==> src/rtl/sys_reset_ctrl.sv <==
`default_nettype none
// +----------------------------------------------------------------------------+
// | sys_reset_ctrl: system reset request from two-step software reset or WDT.  |
// | Rev 1.0                                                                    |
// +----------------------------------------------------------------------------+
module sys_reset_ctrl #(
  parameter int unsigned WDT_WIDTH          = 32,
  parameter int unsigned ARM_WINDOW         = 255,
  parameter int unsigned RESET_PULSE_CYCLES = 4
) (
  input  logic                 clk,
  input  logic                 rst,
  input  logic                 sw_reset_arm,
  input  logic                 sw_reset_confirm,
  input  logic                 wdt_start,
  input  logic                 wdt_stop,
  input  logic                 wdt_kick,
  input  logic [WDT_WIDTH-1:0] wdt_timeout,
  output logic                 sys_reset,
  output logic [1:0]           sys_reset_cause,
  output logic                 wdt_running,
  output logic                 sw_reset_armed
);

  localparam int unsigned      WIN_W        = $clog2(ARM_WINDOW + 1);
  localparam logic [WIN_W-1:0] C_ARM_WIN    = WIN_W'(ARM_WINDOW);
  localparam logic [7:0]       C_PULSE_LAST = 8'(RESET_PULSE_CYCLES - 1);

  typedef enum logic [1:0] {
    ST_IDLE  = 2'd0,
    ST_ARMED = 2'd1,
    ST_PULSE = 2'd2,
    ST_LOCK  = 2'd3
  } state_e;

  logic [WDT_WIDTH-1:0] wdt_ctr_q, wdt_ctr_d;
  logic                 wdt_run_q, wdt_run_d;
  logic                 wdt_trig;

  // Expiry is decided from registered state, so a kick arriving with ctr==0 is too late.
  assign wdt_trig = wdt_run_q && (wdt_ctr_q == '0);

  always_comb begin
    wdt_ctr_d = wdt_ctr_q;
    wdt_run_d = wdt_run_q;
    if (wdt_stop) begin
      wdt_run_d = 1'b0;
    end else if (wdt_trig) begin
      wdt_run_d = 1'b0;
    end else if (wdt_start || (wdt_kick && wdt_run_q)) begin
      wdt_ctr_d = wdt_timeout;
      wdt_run_d = 1'b1;
    end else if (wdt_run_q) begin
      wdt_ctr_d = wdt_ctr_q - WDT_WIDTH'(1);
    end
  end

  always_ff @(posedge clk) begin
    if (rst) begin
      wdt_ctr_q <= '0;
      wdt_run_q <= 1'b0;
    end else begin
      wdt_ctr_q <= wdt_ctr_d;
      wdt_run_q <= wdt_run_d;
    end
  end

  state_e           state_q;
  logic [WIN_W-1:0] win_q;
  logic [7:0]       pcnt_q;
  logic             sys_reset_q;
  logic [1:0]       cause_q;
  logic             armed_q;

  always_ff @(posedge clk) begin
    if (rst) begin
      state_q     <= ST_IDLE;
      win_q       <= '0;
      pcnt_q      <= '0;
      sys_reset_q <= 1'b0;
      cause_q     <= 2'b00;
      armed_q     <= 1'b0;
    end else begin
      case (state_q)
        ST_IDLE: begin
          if (wdt_trig) begin
            state_q     <= ST_PULSE;
            pcnt_q      <= C_PULSE_LAST;
            sys_reset_q <= 1'b1;
            cause_q     <= 2'b10;
          end else if (sw_reset_arm) begin
            state_q <= ST_ARMED;
            win_q   <= C_ARM_WIN;
            armed_q <= 1'b1;
          end
        end
        ST_ARMED: begin
          if (sw_reset_confirm || wdt_trig) begin
            state_q     <= ST_PULSE;
            pcnt_q      <= C_PULSE_LAST;
            sys_reset_q <= 1'b1;
            cause_q     <= {wdt_trig, sw_reset_confirm};
            armed_q     <= 1'b0;
            win_q       <= '0;
          end else if (sw_reset_arm) begin
            win_q <= C_ARM_WIN;
          end else if (win_q <= WIN_W'(1)) begin
            // Last window cycle: the decrement lands on 0, so leave now.
            state_q <= ST_IDLE;
            win_q   <= '0;
            armed_q <= 1'b0;
          end else begin
            win_q <= win_q - WIN_W'(1);
          end
        end
        ST_PULSE: begin
          if (pcnt_q == 8'd0) begin
            state_q     <= ST_LOCK;
            sys_reset_q <= 1'b0;
            cause_q     <= 2'b00;
          end else begin
            pcnt_q <= pcnt_q - 8'd1;
          end
        end
        ST_LOCK: begin
          state_q <= ST_LOCK;
        end
        default: begin
          state_q <= ST_IDLE;
        end
      endcase
    end
  end

  assign sys_reset       = sys_reset_q;
  assign sys_reset_cause = cause_q;
  assign wdt_running     = wdt_run_q;
  assign sw_reset_armed  = armed_q;

endmodule
`default_nettype wire

==> config.mk <==
export PLATFORM = sky130hd
export DESIGN_NAME = sys_reset_ctrl
export DESIGN_NICKNAME = d
export VERILOG_FILES = /design/src/rtl/sys_reset_ctrl.sv
export SDC_FILE = /design/constraint.sdc
export NUM_CORES = 1
export LEC_CHECK = 0
export ABC_AREA = 1
export BUFFER_PORTS_ARGS = -buffer_cell sky130_fd_sc_hd__buf_2
export CAP_MARGIN = 30
export CORE_MARGIN = 2
export CORE_UTILIZATION = 35
export CTS_BUF_LIST = sky130_fd_sc_hd__clkbuf_16
export CTS_CLUSTER_DIAMETER = 200
export DETAILED_ROUTE_END_ITERATION = 8
export HOLD_SLACK_MARGIN = 0.03
export MAX_ROUTING_LAYER = met4
export SYNTH_ARGS = -nofsm -noshare
export SYNTH_HDL_FRONTEND = slang
export SYNTH_SLANG_ARGS = --single-unit
==> constraint.sdc <==
create_clock -name clk -period 2.4 [get_ports clk]
set_input_delay 0.12 -clock clk [delete_from_list [all_inputs] [get_ports clk]]
set_output_delay 0.12 -clock clk [all_outputs]
set_load 0.02 [all_outputs]
# Word-level counts from Yosys, hierarchy flattened

Index checks and enable logic that the tools add are counted.

Output and inout bits: 5
Input bits: 39
Logic and storage cells: 76
Bits in registers: 55

Reduce and logical (&&, ||, !) cells: 17
Add/subtract/negate cells: 3
Equality and inequality tests: 12
Muxes and demuxes: 33
Bitwise logic cells: 2
Magnitude comparators: 1

Operators by type and width:

| kind                  | count |
|---|---|
| $mux 32               | 2 |
| $mux 8                | 8 |
| $logic_not 32->1      | 1 |
| $sub 32x1->32 const B | 1 |
| $pmux 8 s3            | 1 |
| $mux 2                | 9 |
| $pmux 8 s2            | 1 |
| $sub 8x1->8 const B   | 2 |
| $ne 2x2->1 const B    | 6 |
| $reduce_and 4->1      | 3 |
| $ne 3x3->1 const B    | 3 |
| $le 8x1->1 const B    | 1 |
| $logic_not 8->1       | 1 |
| $mux 1                | 8 |
| $pmux 2 s4            | 1 |
| $pmux 2 s3            | 1 |
| $reduce_and 3->1      | 2 |
| $reduce_and 5->1      | 1 |
| $eq 2x2->1 const B    | 2 |
| $reduce_bool 2->1     | 2 |
| $pmux 1 s3            | 1 |
| $reduce_bool 3->1     | 1 |
| $reduce_or 3->1       | 1 |
| $eq 2x1->1 const B    | 1 |
| 5 further kinds       | 8 |

# Longest topological paths before layout

Depth after elaboration: 5
Gate-level depth with buffers: 12
Mapped depth without buffers: 12

# Least setup slack after synthesis

No wires, ideal clock.

Kind: flip-flop to flip-flop
Start point: register wdt_ctr_q[0]
End point: register wdt_ctr_q[10]
Library setup time: 0.134 ns
Slack: 0.684 ns
Buffers on the path: 1
Arrival time: 1.582 ns
Clock period less this slack: 1.716 ns
Stages on the path, launching flop included: 11
Data required time: 2.266 ns
Path through: dfxtp_1 > inv_1 > ha_1 > nand2_4 > nor2_8 > nand4_4 > nand2_4 > inv_2 > buf_2 > o211ai_1 > a21oi_1

Cells in the longest elaborated chain, start to end: 4
Elaborated cells on any way between the ends: 7
Classes of those cells: 1 x add/sub; 2 x mux; 1 x bitwise; 3 x reduce/logical

RTL lines:

| element                                                               | RTL line | RTL |
|---|---|---|
| start, declared                                                       | 36       | `logic [WDT_WIDTH-1:0] wdt_ctr_q, wdt_ctr_d;` |
| start signal, assigned                                                | 63       | `wdt_ctr_q <= wdt_ctr_d;` |
| parallel branches: the longest is 4 deep, another holds $sub 32x1->32 | -        |  |

Parallel ways; which one is timed is not known. The select of a mux whose other input is x is not followed.
A chain may end at the register's enable or synchronous reset.

# Worst setup path after layout

Start point: register wdt_ctr_q[1]
End point: register wdt_ctr_q[11]

The elaborated chain is that of the path after synthesis.

==> metrics.md <==
| Metric | Value |
|---|---|
| Fin crit period | about 2 ns |
| All-layer global routing usage | around 18% |
| Antenna Cells | 0 |
| YS warnings | 0 |
| Clk sinks | 55 |
| Synthesis-stage register bit count | between 50 and 60 |
| Setup crit start kind | flip-flop |
| DRT Pass-1 Iters | 7 |
| Finished Layout Cells | 755 |
| Crit path kind | flip-flop to flip-flop |
| Post-cts gate resize count | 0 |
| Hold path start | sw_reset_confirm |
| Hold bufs inserted after CTS | 0 |
| Clk_skew | approximately 0.0050 ns |
| Setup WS pre-CTS | 0.393 ns |
| # nets final | around 660 |
| Routed WL per cell | about 13 um |
| Post-synth EDFFs | 0 |
| Crit-path max FO | 17 |
| WP data required | ~2.6 ns |
| Worst r2r src | wdt_ctr_q[1]$_SDFFE_PP0P_ |
| DRC violations left | 0 |
| P&R area growth vs syn | 13.2% |
| Worst slew pin tran | roughly 0.8 ns |
| Post-synthesis sequential area ratio | between 20% and 30% |
| Leak | roughly 0.0019 uW |
| Bufs on Longest Clock Path | 2 |
| Mapped cell area | around 3700 um^2 |
| Final Worst Setup Slack | around 0.40 ns |
| Die ar. | roughly 11000 um^2 |
| Setup-failing EPs final | 0 |
| Placer Congestion | 0.911 |
| GRT Residual Overflow | 0 |
| WP data arrival | 2.18 ns |
| Fmax achieved | roughly 500 MHz |
| H-Tree Level Count | 2 |
| Total length of routed wires | ~9800 um |
| P_int | 1750 uW |
| Metal2 WL | approximately 4500 um |
| 1st-iter DRT viols | approximately 220 |
| Antenna-violating nets left | 0 |
| Vias per cell | 4.96 |
| Hold Path Depth | 3 |
| Async S/R FF share, synth | 0% |
| RSZ-0062 raised after global routing | false |
| Reg-to-reg endpoint | wdt_ctr_q[11]$_SDFFE_PP0P_ |
| Synth unique cells | 36 |
| Comb power frac | a little over a third |
| Hold Slack | between 0.08 and 0.09 ns |
| FF-to-FF setup slack | around 0.40 ns |
| CTS tree | built |
| Crit path capture type | flip-flop |
| Core Rows | 37 |
| Die Width | around 110 um |
| Post-Syn Area per Cell | between 6 and 7 um^2 |
| DP HPWL | between 7000 and 8000 um |
| Skew-Pair Late Insertion Delay | a little under 0.3 ns |
| Status | finished clean |
| Syn_nets | between 600 and 700 |
| M1 WL | around 4900 um |
| Worst slew margin | between 40% and 50% |
| Hold Path Sink | sys_reset_cause[0]$_SDFFE_PP0P_ |
| Max layer used | met4 |
| Setup TNS | 0 ns |
| Starting density of the core | between 30% and 40% |
| Share of cells above drive strength 1 | between 10% and 20% |
| Part of the power in registers | 38.7% |
| R2r worst-path depth | 10 |
| Total power | about 2800 uW |
| Via Count | approximately 3700 |
| Initial antenna violation count | 0 |
| Clock share of power | approximately a quarter |
| Main synth FF type | dfxtp_1 |
| CTS Root Cell | clkbuf_16 |
| Max_cap viols | 0 |
| PD cells | around 680 nW/um^2 |
| Clock Pin Slew Worst Setup and Hold Paths | 0.07 ns |
| Net Sw Power | between 1000 and 1500 uW |
| TritonCTS Buffers | 5 |
| Placed Cells | approximately 750 |
| Core area | about 10000 um^2 |
| I/O Buffers | 43 |
| Switch share | 37.9% |
| First-pass GRT wire length | about 16000 um |
| Final period util | a little over four fifths |
| Synthesized instance count | just under 600 |
| Vias in the first global route | between 3000 and 4000 |
| Min-delay worst type | input pin to flip-flop |
| Number of I/O pins | 44 |
| Fillers | approximately 1100 |
| Fin. Hold Viols | 0 |
| Post-CTS setup buffer count | 0 |
| Die height | around 110 um |
| Largest net degree at the start of global routing | 32 |
| Slew Viols, Final | 0 |
| Routed wl met3 | about 370 um |
| VDD IR-drop max | ~0.28 mV |
critical path: stages (launching register included):
cell	delay (ns)
dfxtp_1	0.30
inv_1	0.09
ha_1	0.26
nand2_4	0.10
nor2_8	0.19
nand4_4	0.23
nand2_4	0.24
buf_4	0.24
nor2_1	0.05
o21ai_0	0.08
a21oi_1	0.09
cells in the mapped netlist (5+ instances only):
cell type	instances	area, um^2
inv_1	44	165
a21oi_1	51	255
nor3_1	9	45.0
nand3b_1	5	37.5
xnor2_1	8	70.1
o21ai_0	55	275
xor2_1	12	105
nand3_1	37	185
nor2_1	111	417
nand2_1	119	447
ha_1	5	62.6
nor2_2	9	56.3
clkbuf_1	11	41.3
dfxtp_1	55	1100
nand2_4	6	67.6
or2_2	5	31.3
per-stage QoR:
stage	area [um^2]	utilization, %
6_report	4160	40.5
5_1_grt	4160	40.5
4_1_cts	4160	40.5
3_5_place_dp	4020	39.1
3_3_place_gp	4020	39.1
2_1_floorplan	3680	-
cells in the final DEF (no fill, tap or decap), types with 5 or more instances in the layout:
cell and n:
nand3b_1 5, or2_2 5, nand2_4 6, nand2_1 119
nor3_1 9, nor2_1 110, xor2_1 12, o21ai_0 55
xnor2_1 8, buf_2 43, dfxtp_1 55, buf_4 6
ha_1 5, clkbuf_16 5, a21oi_1 51, nor2_2 10
nand3_1 37, inv_1 45
routing by layer:
| layer | up-vias | track usage (%) |
|---|---|---|
| li1 | 1957 | - |
| met1 | 1709 | 24.4 |
| met2 | 72 | 29.3 |
| met3 | 6 | 2.51 |
| met4 | 0 | 4.64 |
| met5 | - | - |
state kept, by name (all words and copies together), names as in the netlist:
| name | flops |
|---|---|
| sys_reset_cause | 2 |
| wdt_ctr_q | 32 |
| pcnt_q | 8 |
| wdt_running | 1 |
| sys_reset | 1 |
| win_q | 8 |
| sw_reset_armed | 1 |
| state_q | 2 |
how the worst max path moves through the flow:
stage | from | to | slack (ns) | cells past startpoint
after floorplan | wdt_ctr_q[0]$_SDFFE_PP0P_ | wdt_ctr_q[10]$_SDFFE_PP0P_ | 0.68 | 10
after global placement | wdt_ctr_q[0]$_SDFFE_PP0P_ | wdt_ctr_q[31]$_SDFFE_PP0P_ | 0.49 | 10
after detailed placement | wdt_ctr_q[0]$_SDFFE_PP0P_ | wdt_ctr_q[11]$_SDFFE_PP0P_ | 0.39 | 10
after CTS | wdt_ctr_q[0]$_SDFFE_PP0P_ | wdt_ctr_q[11]$_SDFFE_PP0P_ | 0.37 | 10
after global routing | wdt_ctr_q[0]$_SDFFE_PP0P_ | wdt_ctr_q[6]$_SDFFE_PP0P_ | 0.18 | 9
final | wdt_ctr_q[1]$_SDFFE_PP0P_ | wdt_ctr_q[11]$_SDFFE_PP0P_ | 0.40 | 10
cells by family after synthesis:
family / synth area share [%]
simple gates: 38.4
compound gates: 17.6
fa+ha+maj: 1.70
buf+inv: 7.59
flops: 30.0
xor+xnor: 4.77
power by group through the flow:
| stage | clock network [uW] | logic (uW) | registers, uW |
|---|---|---|---|
| after floorplan | 0 | 757 | 1100 |
| after global placement | 0 | 970 | 1110 |
| after detailed placement | 0 | 982 | 1110 |
| after CTS | 766 | 989 | 1090 |
| after global routing | 803 | 1120 | 1100 |
| final | 740 | 986 | 1090 |
layout make-up:
type / instances / area, um^2 / area share [%]
tap: 136 / 170 / 4.09
timing repair buffer: 49 / 260 / 6.26
sequential: 55 / 1100 / 26.5
clock inverter: 3 / 20.0 / 0.481
inverter: 49 / 185 / 4.45
multi-input combinational: 458 / 2300 / 55.2
clock buffer: 5 / 125 / 3.01
Note: power is estimated with default switching activity, not from simulation.
